`config.mk`:
```
export PLATFORM = sky130hd
export DESIGN_NAME = ring_wr_cntrl
export DESIGN_NICKNAME = d
export VERILOG_FILES = /design/src/rtl/ring_wr_cntrl_pkg.sv /design/src/rtl/ring_wr_cntrl_ptr.sv /design/src/rtl/ring_wr_cntrl.sv
export SDC_FILE = /design/constraint.sdc
export NUM_CORES = 1
export LEC_CHECK = 0
export BUFFER_PORTS_ARGS = -buffer_cell sky130_fd_sc_hd__buf_2
export CAP_MARGIN = 20
export CORE_ASPECT_RATIO = 0.9
export CORE_MARGIN = 4
export CORE_UTILIZATION = 40
export DETAILED_ROUTE_END_ITERATION = 6
export SLEW_MARGIN = 10
export SYNTH_ARGS = -nofsm -noshare
export SYNTH_HDL_FRONTEND = slang
export SYNTH_HIERARCHICAL = 1
export SYNTH_SLANG_ARGS = --single-unit
```
`constraint.sdc`:
```
create_clock -name sysclk -period 3.5 [get_ports sysclk]
set_input_delay 1.05 -clock sysclk [delete_from_list [all_inputs] [get_ports sysclk]]
set_output_delay 1.05 -clock sysclk [all_outputs]
set_load 0.01 [all_outputs]
```
`src/rtl/ring_wr_cntrl_pkg.sv`:
```
// ring_wr_cntrl_pkg: state codes and default widths shared
// by the ring-buffer write and readout address controllers.
package ring_wr_cntrl_pkg;

  localparam int SIZE_DEF = 12;
  localparam int DW_DEF   = 16;

  typedef enum logic [2:0] {
    IDLE   = 3'd0,
    FILL   = 3'd1,
    ARMED  = 3'd2,
    POST   = 3'd3,
    FROZEN = 3'd4
  } wr_state_t;

  function automatic logic is_busy(input wr_state_t s);
    return (s == FILL) || (s == ARMED) || (s == POST);
  endfunction

endpackage

```
`src/rtl/ring_wr_cntrl_ptr.sv`:
```
// ring_ptr: modulo-2^SIZE write pointer with increment
// enable and synchronous clear.
module ring_ptr
  import ring_wr_cntrl_pkg::*;
#(
  parameter int SIZE = SIZE_DEF
) (
  input  logic            sysclk,
  input  logic            clr,
  input  logic            inc,
  output logic [SIZE-1:0] ptr,
  output logic [SIZE-1:0] ptr_nxt
);

  assign ptr_nxt = ptr + SIZE'(inc);

  // pointer register; natural overflow gives the ring wrap
  always_ff @(posedge sysclk) begin
    if (clr) ptr <= '0;
    else     ptr <= ptr_nxt;
  end

endmodule

```
`src/rtl/ring_wr_cntrl.sv`:
```
// ring_wr_cntrl: ring-buffer write side. Optional trigger
// timestamp output enabled by TRIG_TIMESTAMP_EN.
module ring_wr_cntrl
  import ring_wr_cntrl_pkg::*;
#(
  parameter int SIZE = SIZE_DEF,
  parameter int DW   = DW_DEF
) (
  input  logic            sysclk,
  input  logic            rst,
  input  logic            enable,
  input  logic            adc_valid,
  input  logic [DW-1:0]   adc_data,
  input  logic            trigger,
  input  logic [SIZE-1:0] pretrig_i,
  input  logic [SIZE-1:0] posttrig_i,
  input  logic            rd_request,
  output logic            wr_en,
  output logic [SIZE-1:0] wr_addr,
  output logic [DW-1:0]   wr_data,
  output logic [SIZE-1:0] ain,
  output logic            data_ready,
  output logic            busy
`ifdef TRIG_TIMESTAMP_EN
  ,
  output logic [31:0]     trig_time
`endif
);

  wr_state_t       st, nxt;
  logic [SIZE-1:0] ptr, ptr_nxt;
  logic [SIZE-1:0] fill_cnt;
  logic [SIZE-1:0] post_cnt;
  logic            seen;
  logic            wr_go;
  logic            accept;

  assign busy   = is_busy(st);
  assign wr_go  = busy & adc_valid;
  assign accept = (st == ARMED) & enable & trigger;

  ring_ptr #(.SIZE(SIZE)) u_ptr (
    .sysclk  (sysclk),
    .clr     (rst),
    .inc     (wr_go),
    .ptr     (ptr),
    .ptr_nxt (ptr_nxt)
  );

  // next-state decode; enable low always wins
  always_comb begin
    nxt = st;
    if (!enable) begin
      nxt = IDLE;
    end else begin
      unique case (st)
        IDLE:   nxt = FILL;
        FILL:   if (fill_cnt >= pretrig_i) nxt = ARMED;
        ARMED:  if (trigger) begin
                  if (posttrig_i == '0) nxt = FROZEN;
                  else                  nxt = POST;
                end
        POST:   if (adc_valid && post_cnt == SIZE'(1))
                  nxt = FROZEN;
        FROZEN: if (seen && !rd_request) nxt = FILL;
        default: nxt = IDLE;
      endcase
    end
  end

  // state, write port, counters and frozen head pointer
  always_ff @(posedge sysclk) begin
    if (rst) begin
      st         <= IDLE;
      wr_en      <= 1'b0;
      wr_addr    <= '0;
      wr_data    <= '0;
      ain        <= '0;
      data_ready <= 1'b0;
      fill_cnt   <= '0;
      post_cnt   <= '0;
      seen       <= 1'b0;
    end else begin
      st         <= nxt;
      wr_en      <= wr_go;
      data_ready <= (nxt == FROZEN);
      if (wr_go) begin
        wr_addr <= ptr;
        wr_data <= adc_data;
      end
      if (nxt == FROZEN && st != FROZEN)
        ain <= ptr_nxt;
      if (nxt == FILL && st != FILL)
        fill_cnt <= '0;
      else if (st == FILL && adc_valid && fill_cnt != '1)
        fill_cnt <= fill_cnt + SIZE'(1);
      if (accept)
        post_cnt <= posttrig_i;
      else if (st == POST && adc_valid)
        post_cnt <= post_cnt - SIZE'(1);
      if (st != FROZEN) seen <= 1'b0;
      else if (rd_request) seen <= 1'b1;
    end
  end

`ifdef TRIG_TIMESTAMP_EN
  logic [31:0] ts_cnt;

  // free-running cycle count, latched on trigger acceptance
  always_ff @(posedge sysclk) begin
    if (rst) begin
      ts_cnt    <= '0;
      trig_time <= '0;
    end else begin
      ts_cnt <= ts_cnt + 32'd1;
      if (accept) trig_time <= ts_cnt;
    end
  end
`endif

endmodule

```
* Yosys cells after proc, flatten, opt, wreduce, memory -nomap -nowiden
Cells that the tools add are included.
W data, S select, Z words.
** Storage, ports and cells
- Register bits :: 82
- Input port bits :: 46
- Output and inout bits :: 43
- Logic and storage cells :: 51
** Operators by class
- Add/subtract/negate cells :: 3
- Magnitude comparators :: 1
- Equality and inequality tests :: 10
- Multiplexer cells :: 9
- Bitwise operators :: 3
- Reduce and logical (&&, ||, !) cells :: 15
** Operator list (number)
- $mux W12 :: 2
- $mux W3 :: 6
- $pmux W3 S5 :: 1
- $add A12 B1 Y12 :: 1
- $add A12 B1 Y12 const B :: 1
- $eq A12 B1 Y1 const B :: 1
- $ge A12 B12 Y1 :: 1
- $logic_not A12 Y1 :: 1
- $ne A12 B12 Y1 const B :: 1
- $sub A12 B1 Y12 const B :: 1
- $logic_and A1 B1 Y1 :: 7
- $eq A3 B1 Y1 const B :: 2
- $eq A3 B2 Y1 const B :: 2
- $eq A3 B3 Y1 const B :: 2
- $reduce_or A2 Y1 :: 2
- $and A1 B1 Y1 :: 3
- $logic_not A3 Y1 :: 1
- $ne A3 B1 Y1 const B :: 1
- $ne A3 B3 Y1 const B :: 1
- $logic_or A1 B1 Y1 :: 2
- $reduce_bool A2 Y1 :: 1
- $logic_not A1 Y1 :: 1

* Longest topological paths before layout
- Depth after elaboration :: 8
- Mapped depth :: 13
- Gate-level depth less buffers :: 11

* Cells and area by module
Netlist, hierarchy kept.
** By module, submodules not included
- ring_wr_cntrl :: instances 1, cells each 405, area an instance 3265.6 um^2, sequential area each 1401.3 um^2
- ring_ptr :: instances 1, cells each 67, area an instance 636.9 um^2, sequential area each 240.2 um^2

* Worst setup path after synthesis
Ideal clock, no wire load.
- Kind :: input to register
- Start :: input port adc_valid
- End :: register u_ptr.ptr[10]
- Library setup time :: 121 ps
- Data arrival time :: 2505 ps
- Data required time :: 3379 ps
- Setup slack :: 874 ps
- Stages :: 8
- Buffers on the path :: 1
- Cells stage by stage :: nand2_1 > inv_1 > clkbuf_1 > ha_1 > ha_1 > nand3_1 > nor3_2 > mux2_2
** Between the ends
- Word-level cells in the longest chain between the ends :: 2
** Ends and longest elaborated chain
- start, declared :: RTL line ring_wr_cntrl.sv:12 : input logic adc_valid,
- $and A1 B1 Y1 :: RTL line ring_wr_cntrl.sv:39 : assign wr_go = busy & adc_valid;
- named net wr_go :: RTL line ring_wr_cntrl.sv:35 : logic wr_go;
- $add A12 B1 Y12 :: RTL line ring_wr_cntrl_ptr.sv:15 : assign ptr_nxt = ptr + SIZE'(inc);
- end signal, assigned :: RTL line ring_wr_cntrl_ptr.sv:20 : else ptr <= ptr_nxt;
- end, declared :: RTL line ring_wr_cntrl_ptr.sv:11 : output logic [SIZE-1:0] ptr,
The timed path passes the listed nets, and every way through them passes these cells.
A chain may end at the register's enable or synchronous reset.

* Worst setup path after layout
- Start :: register st[1]
- End :: output port busy
** Between the ends
- Word-level cells in the longest chain between the ends :: 3
- Elaborated cells between the ends (all ways) :: 5
- Classes of those cells :: 3 x eq/ne; 2 x reduce/logical
** Ends and longest elaborated chain
- start, declared :: RTL line ring_wr_cntrl.sv:30 : wr_state_t st, nxt;
- start signal, assigned :: RTL line ring_wr_cntrl.sv:84 : st <= nxt;
- $eq A3 B1 Y1 or $eq A3 B2 Y1 (tied branches) :: RTL line ring_wr_cntrl_pkg.sv:17 : return (s == FILL) || (s == ARMED) || (s == POST);
- $logic_or A1 B1 Y1 :: RTL line ring_wr_cntrl_pkg.sv:17
- $logic_or A1 B1 Y1 (*) :: RTL line ring_wr_cntrl_pkg.sv:17
- end, declared :: RTL line ring_wr_cntrl.sv:23 : output logic busy
Every way passes the cells marked *; elsewhere a longest branch is shown, timed or not.

==> out/qor.yml <==
global_route:
  track_usage: 0.1640
  antenna_found_initial: 0
  grt_remaining_overflow: 0
  grt_first_pass_wirelength_mm: 15.38
  grt_max_degree: 31
  grt_pass1_vias: 3295
timing:
  finalMaxSlewViolations: 0
  fin_crit_ns: 2.335
  timing.hold.ws_ns: 0.4544
  fmax_ghz: 0.4283
  post-route-period-util: 0.6670
  setup_viol: 0
  hold_viol_final: 0
  skew_ns: 0.009975
  tightest_slew_ns: 0.6123
  rsz0062_at_grt: "false"
  relSlewSlack: 0.5880
  setup_tns_ns: 0
floorplan:
  initial_core_util: 0.4182
  die_x_um: 112.1
  fp.dieH_um: 101.7
  dieArea_mm2: 0.01140
  ios: 89
  rows: 33
  core_mm2: 0.009331
placed_design:
  portBuffers: 88
  post-dp-hpwl_mm: 7.187
  placed_area_mm2: 0.004434
  globalplace.congestion: 0.8004
detailed_routing:
  drt_wl_total_mm: 9.441
  antenna_left: 0
  drt_iter0_drc: 171
  dr.pass1.iters: 4
  num_vias: 3533
  drcViolationCount: 0
  routedWlPerCell_um: 13.84
  vias_per_cell: 5.180
cts:
  post_cts_buffers: 0
  cts_max_level: 3
  clk_pin_slew_ns: 0.09
  clk_latency_ns: 0.35
  cts_tree: "done"
  cts_buffers: 9
  cts_root_buf: "clkbuf_8"
  cts_buffer_depth: 2
  hold_buffers: 0
  clock_sinks: 82
  post_cts_resize_count: 0
synth:
  synth_edf_count: 0
  syn_area_mm2: 0.003902
  synth-seq-area-share: 0.4206
  yosysMostFrequentCell: "dfxtp_1"
  ys_seq_elements: 82
  synth_nets: 536
  synth.area.top_cells: "dfxtp_1 42%, a21oi_1 8.2%, nand2_1 7.5%, ha_1 5.8%, nor2_1 3.2%"
  synthCells: 472
  synth.avg_cell_area_um2: 8.268
  yosysUniqueCellTypes: 53
  synth_top_area_frac: 0.4206
  yosysTopAreaCell: "dfxtp_1"
  async_flop_share: 0
  yosys_warnings: 6
  netlist_top_cells_count: "82 x dfxtp_1, 78 x nand2_1, 64 x a21oi_1"
  synth_flop_cell: "dfxtp_1"
pwr:
  leakagePower_nw: 1.959
  power_density_mw_per_mm2: 395.5
  ir_drop_v: 0.0001872
cells_and_area:
  num_antenna_cells: 0
  synthToLayoutAreaGrowth_pct: 19.56
  final_area_mm2: 0.004666
  nets: 619
  drive_gt1_frac: 0.2214
min_path:
  hold_class: "flop to flop"
setup_path:
  worstPathRequired_ns: 2.45
  endpoint_kind: "output pin"
  worst-setup-path-type: "flop to output pin"
  cp_max_fo: 9
  worst_ep_arrival_time_ns: 1.28
  crit_path_start_kind: "flop"
job:
  maxCapViolations: 0
status:
  status: "completed"
-- cell families after synthesis --
kind of cell	count (synthesis)	synth area share
XOR/XNOR	18	0.04040
AO/OA/AOI/OAI	113	0.1725
AND/OR/NAND/NOR	193	0.2469
multiplexers	5	0.01443
adder cells (fa/ha/maj)	18	0.05771
flip-flops	82	0.4206
buffers and inverters	43	0.04745
-- per-stage QoR --
stage,total power (W),setup slack (ns),util,cells
floorplan,0.001022,0.8745,-,472
global placement,0.001073,0.9173,0.4752,666
detailed placement,0.001074,0.8569,0.4752,666
CTS,0.001870,1.153,0.5000,682
global route,0.001921,1.033,0.5000,682
finish,0.001845,1.165,0.5000,682
-- critical path, stage by stage, from the launching register on --
cell	delay [ns]
dfxtp_1	0.49
nor2_1	0.13
nor2_1	0.16
buf_2	0.16
-- layout by cell type (no fill, tap or decap), types with 3 or more instances in the layout --
cell / synthesis / layout
o21ai_1: 3 / 3
o21ai_0: 19 / 19
clkbuf_8: 0 / 9
nor3_1: 7 / 7
xor2_1: 8 / 8
dfxtp_1: 82 / 82
nor2_1: 33 / 33
nor2b_1: 12 / 12
nand3_1: 24 / 24
or3_1: 4 / 4
buf_4: 0 / 6
nand4_1: 6 / 6
nor3_2: 3 / 3
nand2b_1: 3 / 3
a21oi_1: 64 / 64
buf_2: 1 / 88
a31oi_1: 3 / 3
ha_1: 18 / 18
xnor2_1: 10 / 10
nor4_1: 7 / 7
inv_1: 21 / 21
o311ai_0: 3 / 3
mux2_2: 3 / 3
o211ai_1: 4 / 4
nand2_1: 78 / 78
-- final timing paths --
| path | end | depth (start not counted) | start | slack (ns) |
|---|---|---|---|---|
| setup / recovery | busy | 3 | st[1]$_SDFF_PP0_ | 1.17 |
| hold reg to reg | wr_data[5]$_SDFFE_PP0P_ | 2 | wr_data[5]$_SDFFE_PP0P_ | 0.45 |
| setup reg to reg | u_ptr/ptr[8]$_SDFF_PP0_ | 9 | st[1]$_SDFF_PP0_ | 1.26 |
| hold / removal | wr_data[5]$_SDFFE_PP0P_ | 2 | wr_data[5]$_SDFFE_PP0P_ | 0.45 |
-- per-layer routing --
metal | track usage | vias to the layer above | part of all wire
met2 | 0.2721 | 80 | 0.47
met3 | 0.04182 | 6 | 0.048
met4 | 0.04067 | 0 | 0.010
met5 | 0 | - | 0
li1 | - | 1810 | -
met1 | 0.2156 | 1637 | 0.47
-- power breakdown --
| part | internal, W | switching [W] |
|---|---|---|
| Clock | 0.000417 | 0.000377 |
| Sequential | 0.000940 | 0.00000527 |
| Combinational | 0.0000430 | 0.0000629 |
| Total | 0.00140 | 0.000445 |
-- state kept, by name, summed over array words and instances (netlist names) --
name        count
data_ready      1
seen            1
u_ptr/ptr      12
fill_cnt       12
wr_addr        12
ain            12
wr_en           1
post_cnt       12
st              3
wr_data        16
-- area by class of cell --
type	instances	area, um2
inverter	21	78.83
timing repair buffer	94	485.5
clock inverter	7	107.6
sequential	82	1642
clock buffer	9	123.9
tap	122	152.6
fill	941	4666
multi-input combinational	347	2076
No activity file was read; power rests on OpenSTA's default activity.
